[src/rtl/tl_ahb_pkg.sv]
// Shared constants, types and mask decoding for the TL-UL to AHB-Lite bridge.
package tl_ahb_pkg;

    localparam logic [2:0] TL_GET             = 3'd4;
    localparam logic [2:0] TL_PUT_FULL        = 3'd0;
    localparam logic [2:0] TL_PUT_PARTIAL     = 3'd1;
    localparam logic [2:0] TL_ACCESS_ACK      = 3'd0;
    localparam logic [2:0] TL_ACCESS_ACK_DATA = 3'd1;

    localparam logic [1:0] HTRANS_IDLE   = 2'b00;
    localparam logic [1:0] HTRANS_NONSEQ = 2'b10;

    localparam logic [2:0] HSIZE_BYTE = 3'd0;
    localparam logic [2:0] HSIZE_HALF = 3'd1;
    localparam logic [2:0] HSIZE_WORD = 3'd2;

    typedef enum logic [1:0] {
        ST_IDLE,
        ST_ADDR,
        ST_DATA,
        ST_RESP
    } bridge_state_e;

    typedef struct packed {
        logic       legal;
        logic [2:0] size;
        logic [1:0] lo;
    } mask_decode_t;

    // Only naturally aligned byte, half-word and word lane groups map onto one AHB beat.
    function automatic mask_decode_t mask_to_size(input logic [3:0] mask);
        mask_decode_t r;
        r = '{legal: 1'b0, size: HSIZE_BYTE, lo: 2'd0};
        case (mask)
            4'hF: r = '{legal: 1'b1, size: HSIZE_WORD, lo: 2'd0};
            4'h3: r = '{legal: 1'b1, size: HSIZE_HALF, lo: 2'd0};
            4'hC: r = '{legal: 1'b1, size: HSIZE_HALF, lo: 2'd2};
            4'h1: r = '{legal: 1'b1, size: HSIZE_BYTE, lo: 2'd0};
            4'h2: r = '{legal: 1'b1, size: HSIZE_BYTE, lo: 2'd1};
            4'h4: r = '{legal: 1'b1, size: HSIZE_BYTE, lo: 2'd2};
            4'h8: r = '{legal: 1'b1, size: HSIZE_BYTE, lo: 2'd3};
            default: r = '{legal: 1'b0, size: HSIZE_BYTE, lo: 2'd0};
        endcase
        return r;
    endfunction

endpackage

[src/rtl/tl_to_ahb_bridge_if.sv]
// TL-UL A/D channels plus AHB-Lite master signals of the bridge.
// The slave modport is the bridge's view (TL slave, AHB master); master is the surrounding system.
interface tl_to_ahb_bridge_if #(
    parameter int ADDR_W = 32,
    parameter int SRC_W  = 4
);
    logic              tl_a_valid;
    logic              tl_a_ready;
    logic [2:0]        tl_a_opcode;
    logic [1:0]        tl_a_size;
    logic [SRC_W-1:0]  tl_a_source;
    logic [ADDR_W-1:0] tl_a_address;
    logic [3:0]        tl_a_mask;
    logic [31:0]       tl_a_data;
    logic              tl_d_valid;
    logic              tl_d_ready;
    logic [2:0]        tl_d_opcode;
    logic [1:0]        tl_d_size;
    logic [SRC_W-1:0]  tl_d_source;
    logic [31:0]       tl_d_data;
    logic              tl_d_error;
    logic [ADDR_W-1:0] HADDR;
    logic              HWRITE;
    logic [2:0]        HSIZE;
    logic [1:0]        HTRANS;
    logic [31:0]       HWDATA;
    logic [31:0]       HRDATA;
    logic              HREADY;
    logic              HRESP;

    modport slave (
        input  tl_a_valid, tl_a_opcode, tl_a_size, tl_a_source, tl_a_address, tl_a_mask, tl_a_data,
        input  tl_d_ready, HRDATA, HREADY, HRESP,
        output tl_a_ready, tl_d_valid, tl_d_opcode, tl_d_size, tl_d_source, tl_d_data, tl_d_error,
        output HADDR, HWRITE, HSIZE, HTRANS, HWDATA
    );

    modport master (
        output tl_a_valid, tl_a_opcode, tl_a_size, tl_a_source, tl_a_address, tl_a_mask, tl_a_data,
        output tl_d_ready, HRDATA, HREADY, HRESP,
        input  tl_a_ready, tl_d_valid, tl_d_opcode, tl_d_size, tl_d_source, tl_d_data, tl_d_error,
        input  HADDR, HWRITE, HSIZE, HTRANS, HWDATA
    );
endinterface

[src/rtl/tl_ahb_req_check.sv]
// Combinational legality check of a TL-UL request and derivation of its AHB address-phase fields.
module tl_ahb_req_check
    import tl_ahb_pkg::*;
#(
    parameter int ADDR_W = 32
) (
    input  logic [2:0]        opcode,
    input  logic [1:0]        size,
    input  logic [ADDR_W-1:0] address,
    input  logic [3:0]        mask,
    output logic              legal,
    output logic [ADDR_W-1:0] haddr,
    output logic [2:0]        hsize,
    output logic              hwrite,
    output logic              is_get
);
    mask_decode_t md;
    logic         aligned;
    logic         op_ok;

    always_comb begin
        md      = mask_to_size(mask);
        aligned = 1'b0;
        op_ok   = 1'b0;
        haddr   = address;
        hsize   = {1'b0, size};
        hwrite  = 1'b0;
        is_get  = 1'b0;

        // size 3 is never aligned, which also rejects over-wide requests
        case (size)
            2'd0:    aligned = 1'b1;
            2'd1:    aligned = (address[0] == 1'b0);
            2'd2:    aligned = (address[1:0] == 2'b00);
            default: aligned = 1'b0;
        endcase

        case (opcode)
            TL_GET: begin
                op_ok  = 1'b1;
                is_get = 1'b1;
            end
            TL_PUT_FULL: begin
                op_ok  = 1'b1;
                hwrite = 1'b1;
            end
            TL_PUT_PARTIAL: begin
                op_ok  = md.legal;
                hwrite = 1'b1;
                hsize  = md.size;
                haddr  = {address[ADDR_W-1:2], md.lo};
            end
            default: op_ok = 1'b0;
        endcase

        legal = op_ok && aligned;
    end
endmodule

[src/rtl/tl_to_ahb_bridge.sv]
// TL-UL slave to AHB-Lite master bridge: one outstanding request, one NONSEQ transfer each,
// result returned on the TL D channel. All outputs come straight from registers.
module tl_to_ahb_bridge
    import tl_ahb_pkg::*;
#(
    parameter int ADDR_W = 32,
    parameter int SRC_W  = 4
) (
    input  logic              HCLK,
    input  logic              HRESET,
    tl_to_ahb_bridge_if.slave bus
);
    bridge_state_e     state_reg, state_next;
    logic              a_ready_reg, a_ready_next;
    logic              d_valid_reg, d_valid_next;
    logic [2:0]        d_opcode_reg, d_opcode_next;
    logic [1:0]        d_size_reg, d_size_next;
    logic [SRC_W-1:0]  d_source_reg, d_source_next;
    logic [31:0]       d_data_reg, d_data_next;
    logic              d_error_reg, d_error_next;
    logic [ADDR_W-1:0] haddr_reg, haddr_next;
    logic              hwrite_reg, hwrite_next;
    logic [2:0]        hsize_reg, hsize_next;
    logic [1:0]        htrans_reg, htrans_next;
    logic [31:0]       hwdata_reg, hwdata_next;
    logic [31:0]       wdata_reg, wdata_next;
    logic              is_get_reg, is_get_next;

    logic              chk_legal;
    logic [ADDR_W-1:0] chk_haddr;
    logic [2:0]        chk_hsize;
    logic              chk_hwrite;
    logic              chk_is_get;
    logic              accept;

    tl_ahb_req_check #(.ADDR_W(ADDR_W)) u_req_check (
        .opcode  (bus.tl_a_opcode),
        .size    (bus.tl_a_size),
        .address (bus.tl_a_address),
        .mask    (bus.tl_a_mask),
        .legal   (chk_legal),
        .haddr   (chk_haddr),
        .hsize   (chk_hsize),
        .hwrite  (chk_hwrite),
        .is_get  (chk_is_get)
    );

    assign accept = (state_reg == ST_IDLE) && a_ready_reg && bus.tl_a_valid;

    always_comb begin
        state_next    = state_reg;
        a_ready_next  = a_ready_reg;
        d_valid_next  = d_valid_reg;
        d_opcode_next = d_opcode_reg;
        d_size_next   = d_size_reg;
        d_source_next = d_source_reg;
        d_data_next   = d_data_reg;
        d_error_next  = d_error_reg;
        haddr_next    = haddr_reg;
        hwrite_next   = hwrite_reg;
        hsize_next    = hsize_reg;
        htrans_next   = htrans_reg;
        hwdata_next   = hwdata_reg;
        wdata_next    = wdata_reg;
        is_get_next   = is_get_reg;

        case (state_reg)
            ST_IDLE: begin
                a_ready_next = 1'b1;
                if (accept) begin
                    a_ready_next  = 1'b0;
                    is_get_next   = chk_is_get;
                    wdata_next    = bus.tl_a_data;
                    d_opcode_next = chk_is_get ? TL_ACCESS_ACK_DATA : TL_ACCESS_ACK;
                    d_size_next   = bus.tl_a_size;
                    d_source_next = bus.tl_a_source;
                    d_data_next   = 32'h0;
                    if (chk_legal) begin
                        state_next   = ST_ADDR;
                        d_error_next = 1'b0;
                        haddr_next   = chk_haddr;
                        hsize_next   = chk_hsize;
                        hwrite_next  = chk_hwrite;
                        htrans_next  = HTRANS_NONSEQ;
                    end else begin
                        // rejected requests never reach the AHB side
                        state_next   = ST_RESP;
                        d_error_next = 1'b1;
                        d_valid_next = 1'b1;
                    end
                end
            end
            ST_ADDR: begin
                if (bus.HREADY) begin
                    state_next  = ST_DATA;
                    htrans_next = HTRANS_IDLE;
                    if (hwrite_reg) begin
                        hwdata_next = wdata_reg;
                    end
                end
            end
            ST_DATA: begin
                // HRESP only counts on the completing beat; the first error cycle is a wait
                if (bus.HREADY) begin
                    state_next   = ST_RESP;
                    d_valid_next = 1'b1;
                    d_error_next = bus.HRESP;
                    d_data_next  = (is_get_reg && !bus.HRESP) ? bus.HRDATA : 32'h0;
                end
            end
            ST_RESP: begin
                if (bus.tl_d_ready) begin
                    state_next   = ST_IDLE;
                    d_valid_next = 1'b0;
                    a_ready_next = 1'b1;
                end
            end
            default: state_next = ST_IDLE;
        endcase
    end

    always_ff @(posedge HCLK or posedge HRESET) begin
        if (HRESET) begin
            state_reg    <= ST_IDLE;
            a_ready_reg  <= 1'b0;
            d_valid_reg  <= 1'b0;
            d_opcode_reg <= 3'd0;
            d_size_reg   <= 2'd0;
            d_source_reg <= '0;
            d_data_reg   <= 32'h0;
            d_error_reg  <= 1'b0;
            haddr_reg    <= '0;
            hwrite_reg   <= 1'b0;
            hsize_reg    <= 3'd0;
            htrans_reg   <= HTRANS_IDLE;
            hwdata_reg   <= 32'h0;
            wdata_reg    <= 32'h0;
            is_get_reg   <= 1'b0;
        end else begin
            state_reg    <= state_next;
            a_ready_reg  <= a_ready_next;
            d_valid_reg  <= d_valid_next;
            d_opcode_reg <= d_opcode_next;
            d_size_reg   <= d_size_next;
            d_source_reg <= d_source_next;
            d_data_reg   <= d_data_next;
            d_error_reg  <= d_error_next;
            haddr_reg    <= haddr_next;
            hwrite_reg   <= hwrite_next;
            hsize_reg    <= hsize_next;
            htrans_reg   <= htrans_next;
            hwdata_reg   <= hwdata_next;
            wdata_reg    <= wdata_next;
            is_get_reg   <= is_get_next;
        end
    end

    assign bus.tl_a_ready  = a_ready_reg;
    assign bus.tl_d_valid  = d_valid_reg;
    assign bus.tl_d_opcode = d_opcode_reg;
    assign bus.tl_d_size   = d_size_reg;
    assign bus.tl_d_source = d_source_reg;
    assign bus.tl_d_data   = d_data_reg;
    assign bus.tl_d_error  = d_error_reg;
    assign bus.HADDR       = haddr_reg;
    assign bus.HWRITE      = hwrite_reg;
    assign bus.HSIZE       = hsize_reg;
    assign bus.HTRANS      = htrans_reg;
    assign bus.HWDATA      = hwdata_reg;
endmodule

[src/flat_wrapper.sv]
// flat-port wrapper written by rule: the top's interface ports become plain ports
module tl_to_ahb_bridge_flat import tl_ahb_pkg::*;
#(
    parameter int ADDR_W = 32,
    parameter int SRC_W  = 4
)
  (HCLK, HRESET, bus_tl_a_valid, bus_tl_a_opcode, bus_tl_a_size, bus_tl_a_source, bus_tl_a_address, bus_tl_a_mask, bus_tl_a_data, bus_tl_d_ready, bus_HRDATA, bus_HREADY, bus_HRESP, bus_tl_a_ready, bus_tl_d_valid, bus_tl_d_opcode, bus_tl_d_size, bus_tl_d_source, bus_tl_d_data, bus_tl_d_error, bus_HADDR, bus_HWRITE, bus_HSIZE, bus_HTRANS, bus_HWDATA);
  tl_to_ahb_bridge_if #(.ADDR_W(ADDR_W), .SRC_W(SRC_W)) bus_i ();
  input  logic HCLK;
  input  logic HRESET;
  input wire logic [$bits(bus_i.tl_a_valid)-1:0] bus_tl_a_valid;
  input wire logic [$bits(bus_i.tl_a_opcode)-1:0] bus_tl_a_opcode;
  input wire logic [$bits(bus_i.tl_a_size)-1:0] bus_tl_a_size;
  input wire logic [$bits(bus_i.tl_a_source)-1:0] bus_tl_a_source;
  input wire logic [$bits(bus_i.tl_a_address)-1:0] bus_tl_a_address;
  input wire logic [$bits(bus_i.tl_a_mask)-1:0] bus_tl_a_mask;
  input wire logic [$bits(bus_i.tl_a_data)-1:0] bus_tl_a_data;
  input wire logic [$bits(bus_i.tl_d_ready)-1:0] bus_tl_d_ready;
  input wire logic [$bits(bus_i.HRDATA)-1:0] bus_HRDATA;
  input wire logic [$bits(bus_i.HREADY)-1:0] bus_HREADY;
  input wire logic [$bits(bus_i.HRESP)-1:0] bus_HRESP;
  output wire logic [$bits(bus_i.tl_a_ready)-1:0] bus_tl_a_ready;
  output wire logic [$bits(bus_i.tl_d_valid)-1:0] bus_tl_d_valid;
  output wire logic [$bits(bus_i.tl_d_opcode)-1:0] bus_tl_d_opcode;
  output wire logic [$bits(bus_i.tl_d_size)-1:0] bus_tl_d_size;
  output wire logic [$bits(bus_i.tl_d_source)-1:0] bus_tl_d_source;
  output wire logic [$bits(bus_i.tl_d_data)-1:0] bus_tl_d_data;
  output wire logic [$bits(bus_i.tl_d_error)-1:0] bus_tl_d_error;
  output wire logic [$bits(bus_i.HADDR)-1:0] bus_HADDR;
  output wire logic [$bits(bus_i.HWRITE)-1:0] bus_HWRITE;
  output wire logic [$bits(bus_i.HSIZE)-1:0] bus_HSIZE;
  output wire logic [$bits(bus_i.HTRANS)-1:0] bus_HTRANS;
  output wire logic [$bits(bus_i.HWDATA)-1:0] bus_HWDATA;
  assign bus_i.tl_a_valid = bus_tl_a_valid;
  assign bus_i.tl_a_opcode = bus_tl_a_opcode;
  assign bus_i.tl_a_size = bus_tl_a_size;
  assign bus_i.tl_a_source = bus_tl_a_source;
  assign bus_i.tl_a_address = bus_tl_a_address;
  assign bus_i.tl_a_mask = bus_tl_a_mask;
  assign bus_i.tl_a_data = bus_tl_a_data;
  assign bus_i.tl_d_ready = bus_tl_d_ready;
  assign bus_i.HRDATA = bus_HRDATA;
  assign bus_i.HREADY = bus_HREADY;
  assign bus_i.HRESP = bus_HRESP;
  assign bus_tl_a_ready = bus_i.tl_a_ready;
  assign bus_tl_d_valid = bus_i.tl_d_valid;
  assign bus_tl_d_opcode = bus_i.tl_d_opcode;
  assign bus_tl_d_size = bus_i.tl_d_size;
  assign bus_tl_d_source = bus_i.tl_d_source;
  assign bus_tl_d_data = bus_i.tl_d_data;
  assign bus_tl_d_error = bus_i.tl_d_error;
  assign bus_HADDR = bus_i.HADDR;
  assign bus_HWRITE = bus_i.HWRITE;
  assign bus_HSIZE = bus_i.HSIZE;
  assign bus_HTRANS = bus_i.HTRANS;
  assign bus_HWDATA = bus_i.HWDATA;
  tl_to_ahb_bridge #(.ADDR_W(ADDR_W), .SRC_W(SRC_W)) u_core (.HCLK(HCLK), .HRESET(HRESET), .bus(bus_i));
endmodule
[config.mk]
export PLATFORM = sky130hd
export DESIGN_NAME = tl_to_ahb_bridge_flat
export DESIGN_NICKNAME = d
export VERILOG_FILES = /design/src/rtl/tl_ahb_pkg.sv /design/src/rtl/tl_to_ahb_bridge_if.sv /design/src/rtl/tl_ahb_req_check.sv /design/src/rtl/tl_to_ahb_bridge.sv /design/src/flat_wrapper.sv
export SDC_FILE = /design/constraint.sdc
export NUM_CORES = 1
export LEC_CHECK = 0
export ABC_AREA = 1
export CELL_PAD_IN_SITES_DETAIL_PLACEMENT = 1
export CELL_PAD_IN_SITES_GLOBAL_PLACEMENT = 1
export CORE_MARGIN = 2
export CORE_UTILIZATION = 35
export DETAILED_ROUTE_END_ITERATION = 7
export PLACE_DENSITY_LB_ADDON = 0.1
export SYNTH_ARGS = -nofsm -noshare
export SYNTH_HDL_FRONTEND = slang
export SYNTH_SLANG_ARGS = --single-unit
[constraint.sdc]
create_clock -name HCLK -period 13.8 [get_ports HCLK]
set_input_delay 4.14 -clock HCLK [delete_from_list [all_inputs] [get_ports HCLK]]
set_output_delay 4.14 -clock HCLK [all_outputs]
set_load 0.1 [all_outputs]
; After elaboration in Yosys (flattened, before gate mapping)
; Cells that the tools add are included.
[totals]
out_inout_bits = 114
register_bits = 149
wordCells = 93
in_bits = 115
[classes]
n_eq_ne = 20
n_bitwise = 1
mux = 34
reduce_logical = 23
[ops]
columns = operator, n
row1 = $mux 32, 3
row2 = $pmux 32 s2, 1
row3 = $pmux 6 s7, 1
row4 = $mux 2, 9
row5 = $eq 4x4->1 const B, 3
row6 = $mux 1, 12
row7 = $reduce_and 3->1, 3
row8 = $eq 4x2->1 const B, 2
row9 = $ne 2x2->1 const B, 4
row10 = $pmux 2 s4, 1
row11 = $reduce_and 4->1, 2
row12 = $eq 2x2->1 const B, 3
row13 = $logic_not 2->1, 3
row14 = $pmux 1 s2, 3
row15 = $pmux 1 s3, 2
row16 = $reduce_bool 2->1, 3
row17 = $reduce_and 5->1, 1
row18 = $eq 2x1->1 const B, 2
row19 = $eq 4x1->1 const B, 1
row20 = $eq 4x3->1 const B, 1
row21 = $logic_and 1x1->1, 4
row22 = $ne 2x1->1 const B, 2
row23 = $pmux 2 s2, 1
row24 = $reduce_and 2->1, 2
row25 = 8 further kinds, 9

; Depth between registers and ports, before layout
[logic_depth]
depth_word = 7
depth_mapped = 10

; Hierarchy
; From an unflattened synthesis, not the netlist that was laid out.
[unflattened]
hier_cells = 774
area_unflattened_um2 = 6495.0
[by_module_without_submodules]
columns = mod, n_inst, seq_area_each_um2, cells_each, area_each_um2
row1 = tl_to_ahb_bridge, 1, 3628.5, 704, 6068.3
row2 = tl_ahb_req_check, 1, 0.0, 70, 426.7

; Worst setup path before layout
; Ideal clock, no wire load.
[synth_timing]
path_kind = input -> register
start = input port bus_tl_a_mask[2]
end = register u_core.haddr_reg[0] (netlist: u_core.bus.HADDR[0])
required_ps = 13680
setup_slack_ps = 8652
path_buffers = 2
setup_time_ps = 120
arrival_time_ps = 5028
path_stages = 10
path_cell_list = nor2_1 > inv_1 > nand2_1 > nand3_1 > nand2_2 > nand3_2 > buf_6 > buf_6 > nand2_1 > nand2_1
[synth_via]
elab_chain_cells = 5
[synth_rtl]
columns = element, line_no
row1 = "start, declared", flat_wrapper.sv:16  ; input wire logic [$bits(bus_i.tl_a_mask)-1:0] bus_tl_a_mask;
row2 = $eq 4x4->1 (tied with other cells), tl_ahb_pkg.sv:34  ; case (mask)
row3 = $pmux 6 s7 (*), tl_ahb_pkg.sv:34
row4 = $pmux 1 s2, tl_ahb_req_check.sv:38  ; case (opcode)
row5 = $logic_and 1x1->1, tl_ahb_req_check.sv:56  ; legal = op_ok && aligned;
row6 = $reduce_and 3->1 (no source line), -
row7 = "end signal, assigned", tl_to_ahb_bridge.sv:148  ; haddr_reg <= haddr_next;
row8 = "end, declared", tl_to_ahb_bridge.sv:21  ; logic [ADDR_W-1:0] haddr_reg, haddr_next;
; Mark *: on every way between the ends. The rest lies on a longest branch, timed or not.
; A chain may end at the register's enable or synchronous reset.

; Worst setup path in the final report
[layout_timing]
start = input port bus_tl_a_valid
end = register u_core.haddr_reg[11] (netlist: u_core.bus.HADDR[11])
[layout_via]
elab_chain_cells = 2
[layout_rtl]
columns = element, line_no
row1 = "start, declared", flat_wrapper.sv:11  ; input wire logic [$bits(bus_i.tl_a_valid)-1:0] bus_tl_a_valid;
row2 = $logic_and 1x1->1, tl_to_ahb_bridge.sv:48  ; assign accept = (state_reg == ST_IDLE) && a_ready_reg && bus.tl_a_valid;
row3 = $reduce_and 3->1 (no source line), -
; No other way between the ends.

==> impl_metrics.env <==
export IMPL_tightest_slew_ps=1110
export IMPL_slew_violations=0
export IMPL_synth_most_common_cell="nand2_1"
export IMPL_grt_overflow_total=0
export IMPL_period_share_pct=52.7
export IMPL_synth_seq_cells=144
export IMPL_clock_latency_ps=420
export IMPL_ant_nets=0
export IMPL_clockBufferDepth=2
export IMPL_final_nets=976
export IMPL_antenna_found_initial=0
export IMPL_status="complete, no violations"
export IMPL_seq_area_frac_synth_pct=60.7
export IMPL_worst_setup_path_start_kind="input pin"
export IMPL_syn_inst=643
export IMPL_max_freq_mhz=138
export IMPL_clk_pin_slew_worst_paths_ps=60
export IMPL_dp_final_hpwl_um=12000
export IMPL_drt_wl_total_um=17200
export IMPL_end_kind="flip-flop"
export IMPL_netlist_area_um2=5940
export IMPL_cts_tree="yes"
export IMPL_synth_ff_type="dfrtp_1"
export IMPL_ys_warn_count=0
export IMPL_max_slew_margin_pct=25.6
export IMPL_drive_gt1_share_pct=8.39
export IMPL_antenna_cells=0
export IMPL_start_util_pct=35.8
export IMPL_io_buffers=224
export IMPL_chipWidth_um=134
export IMPL_grt_pass1_wl_um=27800
export IMPL_cts_htree_levels=4
export IMPL_synth_edf_count=0
export IMPL_num_rows=47
export IMPL_die_h_um=134
export IMPL_setup_viol=0
export IMPL_crit_type="in -> reg"
export IMPL_cts_made_buffers=17
export IMPL_slowest_delay_ps=940
export IMPL_yosys_area_top_type_share_pct=60.7
export IMPL_ys_top_cells_by_count="nand2_1, dfrtp_1, o21ai_0, inv_1, o21ai_2"
export IMPL_setup_tns_ps=0
export IMPL_coreArea_um2=16600
export IMPL_required_ps=14160
export IMPL_drtPass1Iterations=6
export IMPL_arrival_ps=7630
export IMPL_grt_pass1_vias=5503
export IMPL_die_area_um2=18000
export IMPL_maxCapViolCount=0
export IMPL_critPathMaxFanout=72
export IMPL_grt_max_degree=74
export IMPL_fin_crit_ps=7270
export IMPL_drc=0
export IMPL_finalHoldViolCount=0
export IMPL_ctsHoldBuffers=0
export IMPL_synth_cell_type_count=26
export IMPL_path_cells="clkdlybuf4s50_1, nand3_4, inv_2, nand3_2, inv_2, nand2_1, nand2_1"
export IMPL_fin_skew_ps=10.1
export IMPL_cp_slowest_cell="nand3_2"
export IMPL_post_cts_setup_buffer_count=0
export IMPL_gp_congestion=0.797
export IMPL_rsz0062_at_grt="false"
export IMPL_vias=4983
export IMPL_syn_avg_cell_area_um2=9.24
export IMPL_wl_per_cell_um=15.8
export IMPL_synth_top_area_cell="dfrtp_1"
export IMPL_async_reset_ff_share_pct=100
export IMPL_dr_first_iter_drc_count=224
export IMPL_area_delta_synth_final_pct=48.8
export IMPL_clock_sinks=144
export IMPL_via_per_inst=4.57
export IMPL_path_delay_family="buffers and inverters"
export IMPL_cts_resized=0
export IMPL_hold_path_class="reg -> reg"
export IMPL_worst_path_buf_inv=3
export IMPL_synth_area_leaders="dfrtp_1, nand2_1, o21ai_0"
export IMPL_io_pins=229
export IMPL_cts_root_buf="clkbuf_16"
export IMPL_track_usage_pct=19.8
metal layers:
metal  global-route usage (%)  wire, um
met3                     6.46      1160
met5                        0         0
met4                     6.26       229
met1                     23.5      7150
met2                     34.0      8660
worst register-to-register path: stages, from the launching register on:
cell and delay [ps]:
dfrtp_1 400, inv_1 110, ha_1 350, nand3_4 200, inv_2 820, nand3_2 950, inv_2 830, nand2_1 140
nand2_1 90
cells by family (layout without fill, tap and decap cells):
family | count (synthesis) | after routing | share of synthesized area [%]
compound gates | 116 | 116 | 11.4
buf+inv | 85 | 309 | 7.21
xor+xnor | 1 | 1 | 0.148
flops | 144 | 144 | 60.7
simple gates | 292 | 292 | 19.6
fa+ha+maj | 4 | 4 | 0.843
other cells | 1 | 4 | 0.0632
area by class of cell:
class | instances | area [um2]
Clock buffer | 20 | 467
Sequential cell | 144 | 3600
Timing Repair Buffer | 227 | 2260
Clock inverter | 12 | 110
Multi-Input combinational cell | 417 | 1930
Fill cell | 1903 | 7740
Tap cell | 220 | 275
Inverter | 50 | 193
path summary, 6_finish.rpt:
kind                                                       start                               end  slack, ps  depth (start not counted)
min in group asynchronous                                 HRESET  u_core.bus.HADDR[28]$_DFFE_PP0P_       4200                          2
worst max-delay path                              bus_tl_a_valid  u_core.bus.HADDR[11]$_DFFE_PP0P_       6530                          7
worst min-delay path            u_core.bus.HADDR[15]$_DFFE_PP0P_  u_core.bus.HADDR[15]$_DFFE_PP0P_        480                          2
worst max register to register   u_core.state_reg[0]$_DFFE_PP0P_  u_core.bus.HADDR[11]$_DFFE_PP0P_       9850                          8
max in group asynchronous                                 HRESET   u_core.bus.HADDR[1]$_DFFE_PP0P_       8160                          3
worst min register to register  u_core.bus.HADDR[15]$_DFFE_PP0P_  u_core.bus.HADDR[15]$_DFFE_PP0P_        480                          2
cells in the final DEF (no fill, tap or decap), types with 2 or more instances in the layout:
cell type	n
dfrtp_1	144
buf_4	3
nand3_2	3
nand3_1	9
inv_6	2
inv_2	3
a21oi_1	2
clkinvlp_4	4
nand4_1	2
nand2_2	2
clkbuf_16	17
nor2_1	8
ha_1	4
inv_1	46
or2_2	2
nand2_1	263
o21ai_0	80
clkinv_2	3
clkdlybuf4s50_1	224
clkinv_4	3
o21ai_1	9
a21oi_2	2
o21ai_2	21
clkbuf_8	3
conb_1	4
stage by stage:
| step | setup slack [ps] | hold slack (ps) | instances | instance area (um2) | util [%] |
|---|---|---|---|---|---|
| after floorplan | 5790 | 501 | 646 | 5950 | - |
| after global placement | 6080 | 461 | 1058 | 8260 | 49.8 |
| after detailed placement | 5940 | 468 | 1058 | 8260 | 49.8 |
| after CTS | 6410 | 485 | 1090 | 8840 | 53.3 |
| after global routing | 6100 | 506 | 1090 | 8840 | 53.3 |
| final | 6530 | 483 | 1090 | 8840 | 53.3 |
Power is left out: the tool's default activity adds up to more than one toggle a clock period on the data nets, which glitch-free logic cannot reach.
